`src/rtl/soc_periph_router.sv`:
```
// ---------------------------------------------------------------------------
// soc_periph_router
//
// Single-master to multi-slave peripheral router.  A master request is
// accepted in IDLE, its address is decoded against a fixed SoC memory map,
// and the latched request is presented to exactly one slave.  The router
// then waits for that slave's grant and response.  A slave that grants but
// never answers is timed out, and an address that matches no region gets an
// error response.  Only one transaction is outstanding at a time.
//
// Parameters
//   NumSlv        : number of slave ports (0 DRAM, 1 GPIO, 2 Ethernet, 3 SPI,
//                   4 Timer, 5 UART, 6 PLIC, 7 CLINT, 8 ROM, 9 Debug)
//   TimeoutCycles : response-wait cycles before an error response
//
// Ports
//   clk_i, rst_i             : clock (rising edge), async active-high reset
//   req_i, addr_i, we_i,
//   wdata_i, be_i            : master request
//   gnt_o                    : request accepted (combinational, IDLE only)
//   rvalid_o, rdata_o, err_o : registered one-cycle response
//   slv_req_o                : one-hot slave request (held while in REQ)
//   slv_addr_o, slv_we_o,
//   slv_wdata_o, slv_be_o    : latched request fields
//   slv_gnt_i, slv_rvalid_i,
//   slv_err_i, slv_rdata_i   : per-slave grant / response (slave k data in
//                              slv_rdata_i[64k+63:64k])
//
// Optional feature (macro SOC_ROUTER_ERRLOG_EN)
//   err_addr_o, err_valid_o  : address of the first decode miss or timeout,
//                              sticky until reset
// ---------------------------------------------------------------------------
module soc_periph_router #(
   parameter int NumSlv        = 10,
   parameter int TimeoutCycles = 1024
) (
   input  logic                 clk_i,
   input  logic                 rst_i,
   input  logic                 req_i,
   input  logic [63:0]          addr_i,
   input  logic                 we_i,
   input  logic [63:0]          wdata_i,
   input  logic [7:0]           be_i,
   output logic                 gnt_o,
   output logic                 rvalid_o,
   output logic [63:0]          rdata_o,
   output logic                 err_o,
   output logic [NumSlv-1:0]    slv_req_o,
   output logic [63:0]          slv_addr_o,
   output logic                 slv_we_o,
   output logic [63:0]          slv_wdata_o,
   output logic [7:0]           slv_be_o,
   input  logic [NumSlv-1:0]    slv_gnt_i,
   input  logic [NumSlv-1:0]    slv_rvalid_i,
   input  logic [NumSlv-1:0]    slv_err_i,
   input  logic [NumSlv*64-1:0] slv_rdata_i
`ifdef SOC_ROUTER_ERRLOG_EN
   ,
   output logic [63:0]          err_addr_o,
   output logic                 err_valid_o
`endif
);

   localparam int IdxW = (NumSlv > 1) ? $clog2(NumSlv) : 1;
   localparam int CntW = (TimeoutCycles > 1) ? $clog2(TimeoutCycles) : 1;

   localparam logic [1:0] IDLE = 2'd0;
   localparam logic [1:0] REQ  = 2'd1;
   localparam logic [1:0] RSP  = 2'd2;
   localparam logic [1:0] ERR  = 2'd3;

   // Region bases and lengths are 65 bits wide so that base+length of the
   // DRAM region (0x1_0000_0000) is representable without wrapping.
   function automatic logic [64:0] region_base(input int k);
      case (k)
         0:       region_base = 65'h0_4000_0000; // DRAM
         1:       region_base = 65'h0_2100_0000; // GPIO
         2:       region_base = 65'h0_2200_0000; // Ethernet
         3:       region_base = 65'h0_2000_0000; // SPI
         4:       region_base = 65'h0_1800_0000; // Timer
         5:       region_base = 65'h0_1000_0000; // UART
         6:       region_base = 65'h0_0C00_0000; // PLIC
         7:       region_base = 65'h0_0200_0000; // CLINT
         8:       region_base = 65'h0_3000_0000; // ROM
         9:       region_base = 65'h0_0000_0000; // Debug
         default: region_base = '0;
      endcase
   endfunction

   function automatic logic [64:0] region_len(input int k);
      case (k)
         0:       region_len = 65'h0_C000_0000;
         1:       region_len = 65'h0_0000_1000;
         2:       region_len = 65'h0_0001_0000;
         3:       region_len = 65'h0_0080_0000;
         4:       region_len = 65'h0_0000_1000;
         5:       region_len = 65'h0_0000_1000;
         6:       region_len = 65'h0_03FF_FFFF;
         7:       region_len = 65'h0_000C_0000;
         8:       region_len = 65'h0_1000_0000;
         9:       region_len = 65'h0_0000_1000;
         default: region_len = '0;          // unmapped port never hits
      endcase
   endfunction

   logic [1:0]      state;
   logic [IdxW-1:0] idx;
   logic [CntW-1:0] cnt;
   logic            hit;
   logic [IdxW-1:0] hit_idx;
   logic [63:0]     sel_rdata;

   // Address decode.  Scanning from the highest index down lets the lowest
   // matching index win if regions ever overlap.
   always_comb begin
      // NOTE: every combinational output gets a default first so no path
      // leaves it unassigned, which would otherwise infer a latch.
      hit     = 1'b0;
      hit_idx = '0;
      for (int k = NumSlv - 1; k >= 0; k--) begin
         if (({1'b0, addr_i} >= region_base(k)) &&
             ({1'b0, addr_i} <  region_base(k) + region_len(k))) begin
            hit     = 1'b1;
            hit_idx = IdxW'(k);
         end
      end
   end

   // Slave request is derived from state so an asynchronous reset drops it
   // in the same instant.
   always_comb begin
      slv_req_o = '0;
      if (state == REQ) slv_req_o[idx] = 1'b1;
   end

   assign gnt_o     = (state == IDLE) && req_i && !rst_i;
   assign sel_rdata = slv_rdata_i[int'(idx)*64 +: 64];

   // NOTE: sequential state uses non-blocking assignments so every register
   // samples the pre-edge values, independent of statement order.
   always_ff @(posedge clk_i or posedge rst_i) begin
      if (rst_i) begin
         state       <= IDLE;
         idx         <= '0;
         cnt         <= '0;
         slv_addr_o  <= '0;
         slv_we_o    <= 1'b0;
         slv_wdata_o <= '0;
         slv_be_o    <= '0;
         rvalid_o    <= 1'b0;
         rdata_o     <= '0;
         err_o       <= 1'b0;
`ifdef SOC_ROUTER_ERRLOG_EN
         err_addr_o  <= '0;
         err_valid_o <= 1'b0;
`endif
      end else begin
         // Response strobes last exactly one cycle; rdata_o holds its value.
         rvalid_o <= 1'b0;
         err_o    <= 1'b0;
         case (state)
            IDLE: begin
               if (req_i) begin
                  slv_addr_o  <= addr_i;
                  slv_we_o    <= we_i;
                  slv_wdata_o <= wdata_i;
                  slv_be_o    <= be_i;
                  idx         <= hit_idx;
                  state       <= hit ? REQ : ERR;
`ifdef SOC_ROUTER_ERRLOG_EN
                  if (!hit && !err_valid_o) begin
                     err_addr_o  <= addr_i;
                     err_valid_o <= 1'b1;
                  end
`endif
               end
            end
            REQ: begin
               if (slv_gnt_i[idx]) begin
                  cnt   <= '0;
                  state <= RSP;
               end
            end
            RSP: begin
               cnt <= cnt + 1'b1;
               // Only the selected slave's response is looked at; a response
               // arriving on the final wait cycle still wins over timeout.
               if (slv_rvalid_i[idx]) begin
                  rvalid_o <= 1'b1;
                  rdata_o  <= sel_rdata;
                  err_o    <= slv_err_i[idx];
                  state    <= IDLE;
               end else if (cnt == CntW'(TimeoutCycles - 1)) begin
                  state <= ERR;
`ifdef SOC_ROUTER_ERRLOG_EN
                  if (!err_valid_o) begin
                     err_addr_o  <= slv_addr_o;
                     err_valid_o <= 1'b1;
                  end
`endif
               end
            end
            default: begin // ERR
               rvalid_o <= 1'b1;
               err_o    <= 1'b1;
               rdata_o  <= '0;
               state    <= IDLE;
            end
         endcase
      end
   end

endmodule

```
`config.mk`:
```
export PLATFORM = sky130hd
export DESIGN_NAME = soc_periph_router
export DESIGN_NICKNAME = d
export VERILOG_FILES = /design/src/rtl/soc_periph_router.sv
export SDC_FILE = /design/constraint.sdc
export NUM_CORES = 1
export LEC_CHECK = 0
export CORE_AREA = 2 2 401 403
export DETAILED_ROUTE_END_ITERATION = 6
export DIE_AREA = 0 0 403 405
export SYNTH_ARGS = -nofsm -noshare
export SYNTH_HDL_FRONTEND = slang
export SYNTH_SLANG_ARGS = --single-unit
```
`constraint.sdc`:
```
create_clock -name clk_i -period 20.5 [get_ports clk_i]
set_input_delay 4.1 -clock clk_i [delete_from_list [all_inputs] [get_ports clk_i]]
set_output_delay 4.1 -clock clk_i [all_outputs]
set_load 0.01 [all_outputs]
```
Yosys cells after proc, flatten, opt, wreduce, memory -nomap -nowiden
Cells that the tools add are included.
{ "word_totals": {"ff_bits": 219} }
{ "classes": {"shifts": 1, "n_eq_ne": 7, "magnitude_cmp": 22, "bitwise_logic": 1, "add_sub_neg": 1, "muxes": 43, "reduce_logical": 21} }
{ "ops": {"columns": ["cell", "count"], "rows": [
  ["$shiftx A640 B11 Y64", 1],
  ["$ge A64 B30 Y1 const B", 4],
  ["$lt A64 B30 Y1 const B", 3],
  ["$ge A64 B29 Y1 const B", 2],
  ["$lt A64 B29 Y1 const B", 2],
  ["$pmux W64 S2", 1],
  ["$ge A64 B1 Y1 const B", 1],
  ["$ge A64 B26 Y1 const B", 1],
  ["$ge A64 B28 Y1 const B", 1],
  ["$ge A64 B31 Y1 const B", 1],
  ["$lt A64 B13 Y1 const B", 1],
  ["$lt A64 B26 Y1 const B", 1],
  ["$lt A64 B28 Y1 const B", 1],
  ["$lt A64 B31 Y1 const B", 1],
  ["$lt A64 B33 Y1 const B", 1],
  ["$mux W64", 1],
  ["$mux W4", 10],
  ["$mux W10", 2],
  ["$pmux W10 S2", 1],
  ["$mux W1", 16],
  ["$logic_and A1 B1 Y1", 13],
  ["$bmux W1 S4", 3],
  ["$add A10 B1 Y10 const B", 1],
  ["$eq A10 B10 Y1 const B", 1],
  ["18 further kinds", 26]
]} }

Longest topological paths before layout
Gate-level depths: netlist of run 1.
{ "logic_depth": {"depth_word": 15, "ltp_mapped": 10, "depth_no_buf": 6} }

Worst setup path after synthesis of run 1
OpenSTA, ideal clock, no wires.
{ "synth_path": {"path_type": "input -> output", "from": "in req_i", "to": "out gnt_o", "path_buffers": 1, "slack_ns": 11.736, "arrival_ns": 4.664, "stages": 3, "path_cell_list": "nand2_1 > clkbuf_1 > nor2_1"} }
{ "synth_via": {"elab_chain_len": 2} }
{ "synth_lines": {"columns": ["item", "line_no", "source"], "rows": [
  ["start: declaration", "39", "input logic req_i,"],
  ["$logic_and A1 B1 Y1 (2 in series)", "136", "assign gnt_o = (state == IDLE) && req_i && !rst_i;"],
  ["end: declaration", "44", "output logic gnt_o,"]
]} }
No other way between the ends.

Worst setup path in the final report of run 1
Same ends and word-level chain as after synthesis.

==> results of run 1 <==
==> worst max path at each step <==
stage | start | endpoint | slack [ps] | depth (start not counted)
after detailed placement | req_i | gnt_o | 10890 | 4
final | req_i | gnt_o | 10880 | 4
after global placement | req_i | gnt_o | 10890 | 4
after floorplan | rst_i | cnt[0]$_DFFE_PP0P_ | 10410 | 1
after global routing | req_i | gnt_o | 10820 | 4
after CTS | req_i | gnt_o | 10870 | 4
==> worst reg2reg max path, delay by kind of cell, from the launching register on <==
family / cells / cell delay, ps
muxes: 1 / 640
DFF: 1 / 900
AOI/OAI and AO/OA: 3 / 620
buffers and inverters: 3 / 1980
and+or+nand+nor: 1 / 120
==> registers in the layout (all words and copies together), names as in the netlist <==
signal	cells
rdata_o	64
state	2
slv_wdata_o	64
slv_we_o	1
err_o	1
cnt	10
slv_addr_o	64
idx	4
rvalid_o	1
slv_be_o	8
==> area by class of cell <==
type / instances / area [sq um] / share of cell area [%]
multi-input cells: 1029 / 7700 / 27.9
inverters: 5 / 26.3 / 0.0952
flip-flops and latches: 219 / 5490 / 19.9
clock inverters: 17 / 204 / 0.739
diodes: 44 / 110 / 0.399
repair buffers: 1053 / 10500 / 37.9
clock buffers: 46 / 987 / 3.58
well taps: 2086 / 2610 / 9.46
==> routing by layer <==
layer,GRT usage [%],vias to the layer above
met5,0,-
met4,5.89,70
met3,8.24,315
met2,25.4,976
met1,15.5,7810
li1,-,6950
==> per-stage QoR <==
stage                     hold WS, ps  setup WS (ps)  instance area, sq um
final                             469          10880                 27600
after global routing              484          10820                 27500
after CTS                         476          10870                 27500
after detailed placement          461          10890                 26300
after global placement            458          10890                 26300
after floorplan                   445          10410                 13700
==> power by group through the flow <==
stage          sequential (W)  combinational, W  clock [W]
2_1_floorplan        0.000793          0.000665          0
3_3_place_gp         0.000737           0.00157          0
3_5_place_dp         0.000743           0.00157          0
4_1_cts              0.000741           0.00158   0.000696
5_1_grt              0.000764           0.00167   0.000702
6_report             0.000740           0.00155   0.000659
==> layout by cell type (no fill, tap or decap), types with 4 or more instances in the layout <==
master	n
buf_4	30
o21ai_1	6
o2bb2ai_2	10
nand2b_1	4
inv_1	4
nor2_1	24
a31oi_1	4
nand2_1	489
o21ai_0	78
o2bb2ai_1	54
clkbuf_16	35
clkbuf_8	7
and3_1	6
nor4_1	11
nand4_1	11
or4_1	4
clkdlybuf4s50_1	1023
mux2i_1	73
nor3_1	6
clkbuf_1	4
mux4_2	131
diode_2	44
dfrtp_1	217
clkinv_2	8
a21oi_1	68
==> logic make-up after synthesis <==
kind of cell / after synthesis / share of synthesized area (%)
multiplexers: 205 / 26.9
AO/OA/AOI/OAI: 239 / 11.4
AND/OR/NAND/NOR: 584 / 17.4
adder cells (fa/ha/maj): 1 / 0.0913
buffers and inverters: 116 / 4.16
flip-flops: 219 / 40.0
==> flow_metrics.py, run 1 <==
metrics = {
    "cells_and_area": {
        "nets": 3154,
        "final_cells": 4499,
        "areaGrowthSynthToFinish_pct": 101,
        "layout-drive-gt1-share_pct": 10.4,
        "fin_util_pct": 17.3,
        "fillCellCount": 17700,
    },
    "worst_setup_path": {
        "reg2reg_depth": 8,
        "reg2reg_to": "rdata_o[47]$_DFFE_PP0P_",
        "regToRegSetupSlack_ps": 16120,
        "crit_path_top_delay_cell": "clkdlybuf4s50_1",
        "cp_max_fo": 15,
        "crit_family": "buffers and inverters",
        "r2r-start": "idx[0]$_DFFE_PP0P_",
        "critPathMaxStageDelay_ps": 570,
        "cp_cell_sequence": "clkdlybuf4s50_1, nand2_4, nor2_1, clkdlybuf4s50_1",
        "endpoint_kind": "primary output",
        "cp-start-kind": "primary input",
        "path_buf_inv": 2,
        "path_class": "in -> out",
        "cp.arrival_ps": 5520,
        "crit_required_ps": 16400,
        "cpMostUsedCell": "clkdlybuf4s50_1",
    },
    "timing": {
        "finClkSkew_ps": 42.8,
        "slew_violations": 0,
        "max_freq_ghz": 0.104,
        "slew_headroom_pct": 19.3,
        "hold_viol": 0,
        "setup_tns_ps": 0,
        "rsz0062_at_grt": "no",
        "period_share_pct": 46.9,
        "finalCriticalPeriod_ps": 9620,
        "tightest_slew_ps": 1210,
        "finalSetupViolations": 0,
    },
    "floorplan": {
        "io-pin-count": 1024,
        "num_rows": 147,
        "die_x_um": 403,
        "dieHeight_um": 405,
        "core-area_sq_um": 159000,
        "dieArea_sq_um": 163000,
        "start_util_pct": 8.60,
    },
    "pwr": {
        "p_int_w": 0.00176,
        "p_total_w": 0.00295,
        "irDropWorstVdd_mv": 0.0759,
        "switching_share_pct": 40.1,
        "power_switching_w": 0.00118,
        "clockPowerShare_pct": 22.4,
        "pwr-share-comb_pct": 52.5,
        "seqPwrFrac_pct": 25.1,
        "p_leak_nw": 10.6,
        "power.density_nw_per_um2": 107,
    },
    "drt": {
        "wl_met2_um": 61600,
        "wl_per_cell_um": 28.5,
        "vias_per_cell": 3.58,
        "initialDrtViolationCount": 1060,
        "drc_errors": 0,
        "top_layer_used": "met5",
        "final_antenna_net_count": 0,
        "wl_um": 128000,
        "vias": 16100,
        "first_pass_iters": 5,
        "wl_met3_um": 16000,
        "m1WireLength_um": 44900,
    },
    "global_routing": {
        "first_global_vias": 16200,
        "grt_max_degree": 99,
        "overflow": 0,
        "track_usage_pct": 15.1,
        "grt_antenna_before_repair": 155,
        "grt_pass1_wl_um": 160000,
    },
    "yosys": {
        "yosys_register_bits": 219,
        "synthDistinctLibCells": 55,
        "yosysTopAreaCell": "dfrtp_1",
        "avgSynthCellArea_sq_um": 10.0,
        "synth_top_area_share_pct": 40.0,
        "synthArstFlopShare_pct": 100,
        "yosys-top-cells-area": "dfrtp_1, mux4_2, nand2_1",
        "yosysWarnings": 0,
        "yosysSeqAreaShare_pct": 40.0,
        "syn-num-nets": 2175,
        "ys.flop_type": "dfrtp_1",
        "syn_inst": 1364,
        "synth.top_cells.by_count": "nand2_1, dfrtp_1, mux4_2",
        "netlist_area_sq_um": 13700,
        "synth_edf_count": 0,
        "synth_most_common_cell": "nand2_1",
    },
    "min_path": {
        "hold_depth": 2,
        "hp-class": "reg -> reg",
        "hold_start": "slv_wdata_o[50]$_DFFE_PP0P_",
        "whs_endpoint": "slv_wdata_o[50]$_DFFE_PP0P_",
    },
    "clock_network": {
        "postCtsHoldBufs": 0,
        "htree_levels": 2,
        "cts_resized": 0,
        "cts_root_buffer": "clkbuf_16",
        "clock_latency_ps": 610,
        "clk_pin_slew_ps": 60,
        "cts_made_buffers": 35,
        "cts_tree": "yes",
        "clock_path_buffers": 3,
        "cts.sinks": 219,
        "cts_setup_buffers": 0,
    },
    "place": {
        "place.gp.congestion": 0.917,
        "numPortBuffers": 1023,
        "dp_hpwl_um": 109000,
        "dp.cells": 4392,
    },
    "job": {
        "drv_cap": 0,
    },
    "status": {
        "status": "finished, final reports clean",
    },
}
Power figures use the tool's default switching activity.
==> run 2, diff against run 1 <==
- CORE_AREA: 2 2 401 403 -> 2 2 394 396
- DIE_AREA: 0 0 403 405 -> 0 0 396 398
- clock period: 20.5 -> 10.02 ns (I/O delays scaled with it)
==> run 2 against run 1 <==
Critical path depth did not move. Combinational power rose by 98%. Register-to-register slack got worse by 10000 ps. Die area fell by 3.4%. Final cell count fell by 1.2%. Non-clock buffer count fell by 6. Sequential share of layout area rose by 0.11 points. Final area fell by 0.57%. Wire length fell by 8.5%. Critical endpoint unchanged. Largest power group unchanged.
==> flow_metrics.py, run 2 (synthesis results as in run 1) <==
metrics = {
    "worst_setup_path": {
        "cp-start-kind": "primary input",
        "endpoint_kind": "primary output",
        "cp.arrival_ps": 3690,
        "cp_max_fo": 33,
        "crit_required_ps": 8020,
        "path_class": "in -> out",
    },
    "timing": {
        "max_freq_ghz": 0.176,
        "finalSetupViolations": 0,
        "tightest_slew_ps": 1130,
        "slew_headroom_pct": 24.7,
        "finalCriticalPeriod_ps": 5690,
        "rsz0062_at_grt": "no",
        "setup_tns_ps": 0,
        "period_share_pct": 56.8,
        "hold_viol": 0,
        "finClkSkew_ps": 21.6,
        "slew_violations": 0,
    },
    "clock_network": {
        "cts.sinks": 219,
        "htree_levels": 2,
        "cts_tree": "yes",
        "clk_pin_slew_ps": 50,
        "cts_root_buffer": "clkbuf_16",
        "cts_resized": 0,
        "clock_latency_ps": 580,
        "postCtsHoldBufs": 0,
        "clock_path_buffers": 3,
        "cts_setup_buffers": 0,
        "cts_made_buffers": 34,
    },
    "place": {
        "dp_hpwl_um": 98700,
        "place.gp.congestion": 0.936,
        "numPortBuffers": 1023,
    },
    "floorplan": {
        "dieArea_sq_um": 158000,
        "start_util_pct": 8.94,
        "core-area_sq_um": 153000,
        "die_x_um": 396,
        "num_rows": 144,
        "io-pin-count": 1024,
        "dieHeight_um": 398,
    },
    "min_path": {
        "hp-class": "reg -> reg",
    },
    "drt": {
        "vias": 16100,
        "final_antenna_net_count": 0,
        "initialDrtViolationCount": 1242,
        "wl_um": 117000,
        "drc_errors": 0,
        "wl_per_cell_um": 26.4,
        "vias_per_cell": 3.63,
        "first_pass_iters": 5,
    },
    "global_routing": {
        "first_global_vias": 16100,
        "grt_antenna_before_repair": 127,
        "grt_pass1_wl_um": 149000,
        "grt_max_degree": 83,
        "track_usage_pct": 14.1,
        "overflow": 0,
    },
    "cells_and_area": {
        "reg_top3": "rdata_o x64, slv_addr_o x64, slv_wdata_o x64",
        "nets": 3147,
        "layout_commonest_cell": "clkdlybuf4s50_1",
        "areaGrowthSynthToFinish_pct": 100,
        "layout-drive-gt1-share_pct": 9.96,
        "fillCellCount": 17000,
        "final_cell_mix": "clkdlybuf4s50_1, nand2_1, dfrtp_1",
    },
    "status": {
        "status": "finished, final reports clean",
    },
    "pwr": {
        "irDropWorstVdd_mv": 0.139,
        "p_total_w": 0.00586,
        "p_leak_nw": 10.5,
        "power.density_nw_per_um2": 214,
    },
    "job": {
        "drv_cap": 0,
    },
}
==> run 2: layout make-up <==
type	count	area (sq um)	share of cell area (%)
Antenna cell	40	100	0.365
Clock buffer	47	981	3.58
Clock inverter	13	154	0.561
Inverter	5	26.3	0.0958
Multi-Input combinational cell	1029	7690	28.0
Sequential cell	219	5490	20.0
Tap cell	2044	2560	9.32
Timing Repair Buffer	1047	10400	38.0
==> run 2: stage by stage <==
stage	util [%]	cell area (sq um)	cells	worst slack, ps	hold slack (ps)
4_1_cts	17.8	27300	4404	4310	476
5_1_grt	17.9	27400	4422	4260	491
6_report	17.9	27400	4444	4330	470
3_3_place_gp	17.1	26200	4344	4340	458
2_1_floorplan	-	13700	1364	2020	445
3_5_place_dp	17.1	26200	4344	4330	461
==> run 2: worst paths after layout <==
check,startpoint,to,slack [ps],cells past startpoint
min in group asynchronous,rst_i,slv_addr_o[8]$_DFFE_PP0P_,1960,2
min,slv_addr_o[51]$_DFFE_PP0P_,slv_addr_o[51]$_DFFE_PP0P_,470,2
max in group asynchronous,rst_i,rdata_o[29]$_DFFE_PP0P_,6260,4
min reg2reg,slv_addr_o[51]$_DFFE_PP0P_,slv_addr_o[51]$_DFFE_PP0P_,470,2
max reg2reg,idx[0]$_DFFE_PP0P_,cnt[5]$_DFFE_PP0P_,6030,7
max,req_i,gnt_o,4330,4
==> run 2: power by group <==
group	internal, W	leakage, nW	switching [W]	total, W
clock	0.000741	0.553	0.000524	0.00127
sequential	0.00126	2.78	0.000266	0.00152
combinational	0.00157	7.15	0.00150	0.00307
==> run 2: critical path: stages <==
cell and delay [ps]:
clkdlybuf4s50_1 560, nand2_4 250, nor2_1 280, clkdlybuf4s50_1 590
==> run 2: per-layer routing <==
metal / routed length, um / GRT usage (%) / vias up
li1: - / - / 6944
met3: 12800 / 6.35 / 279
met4: 5190 / 5.31 / 38
met1: 42700 / 15.4 / 7858
met2: 56500 / 24.0 / 993
met5: 229 / 0 / -
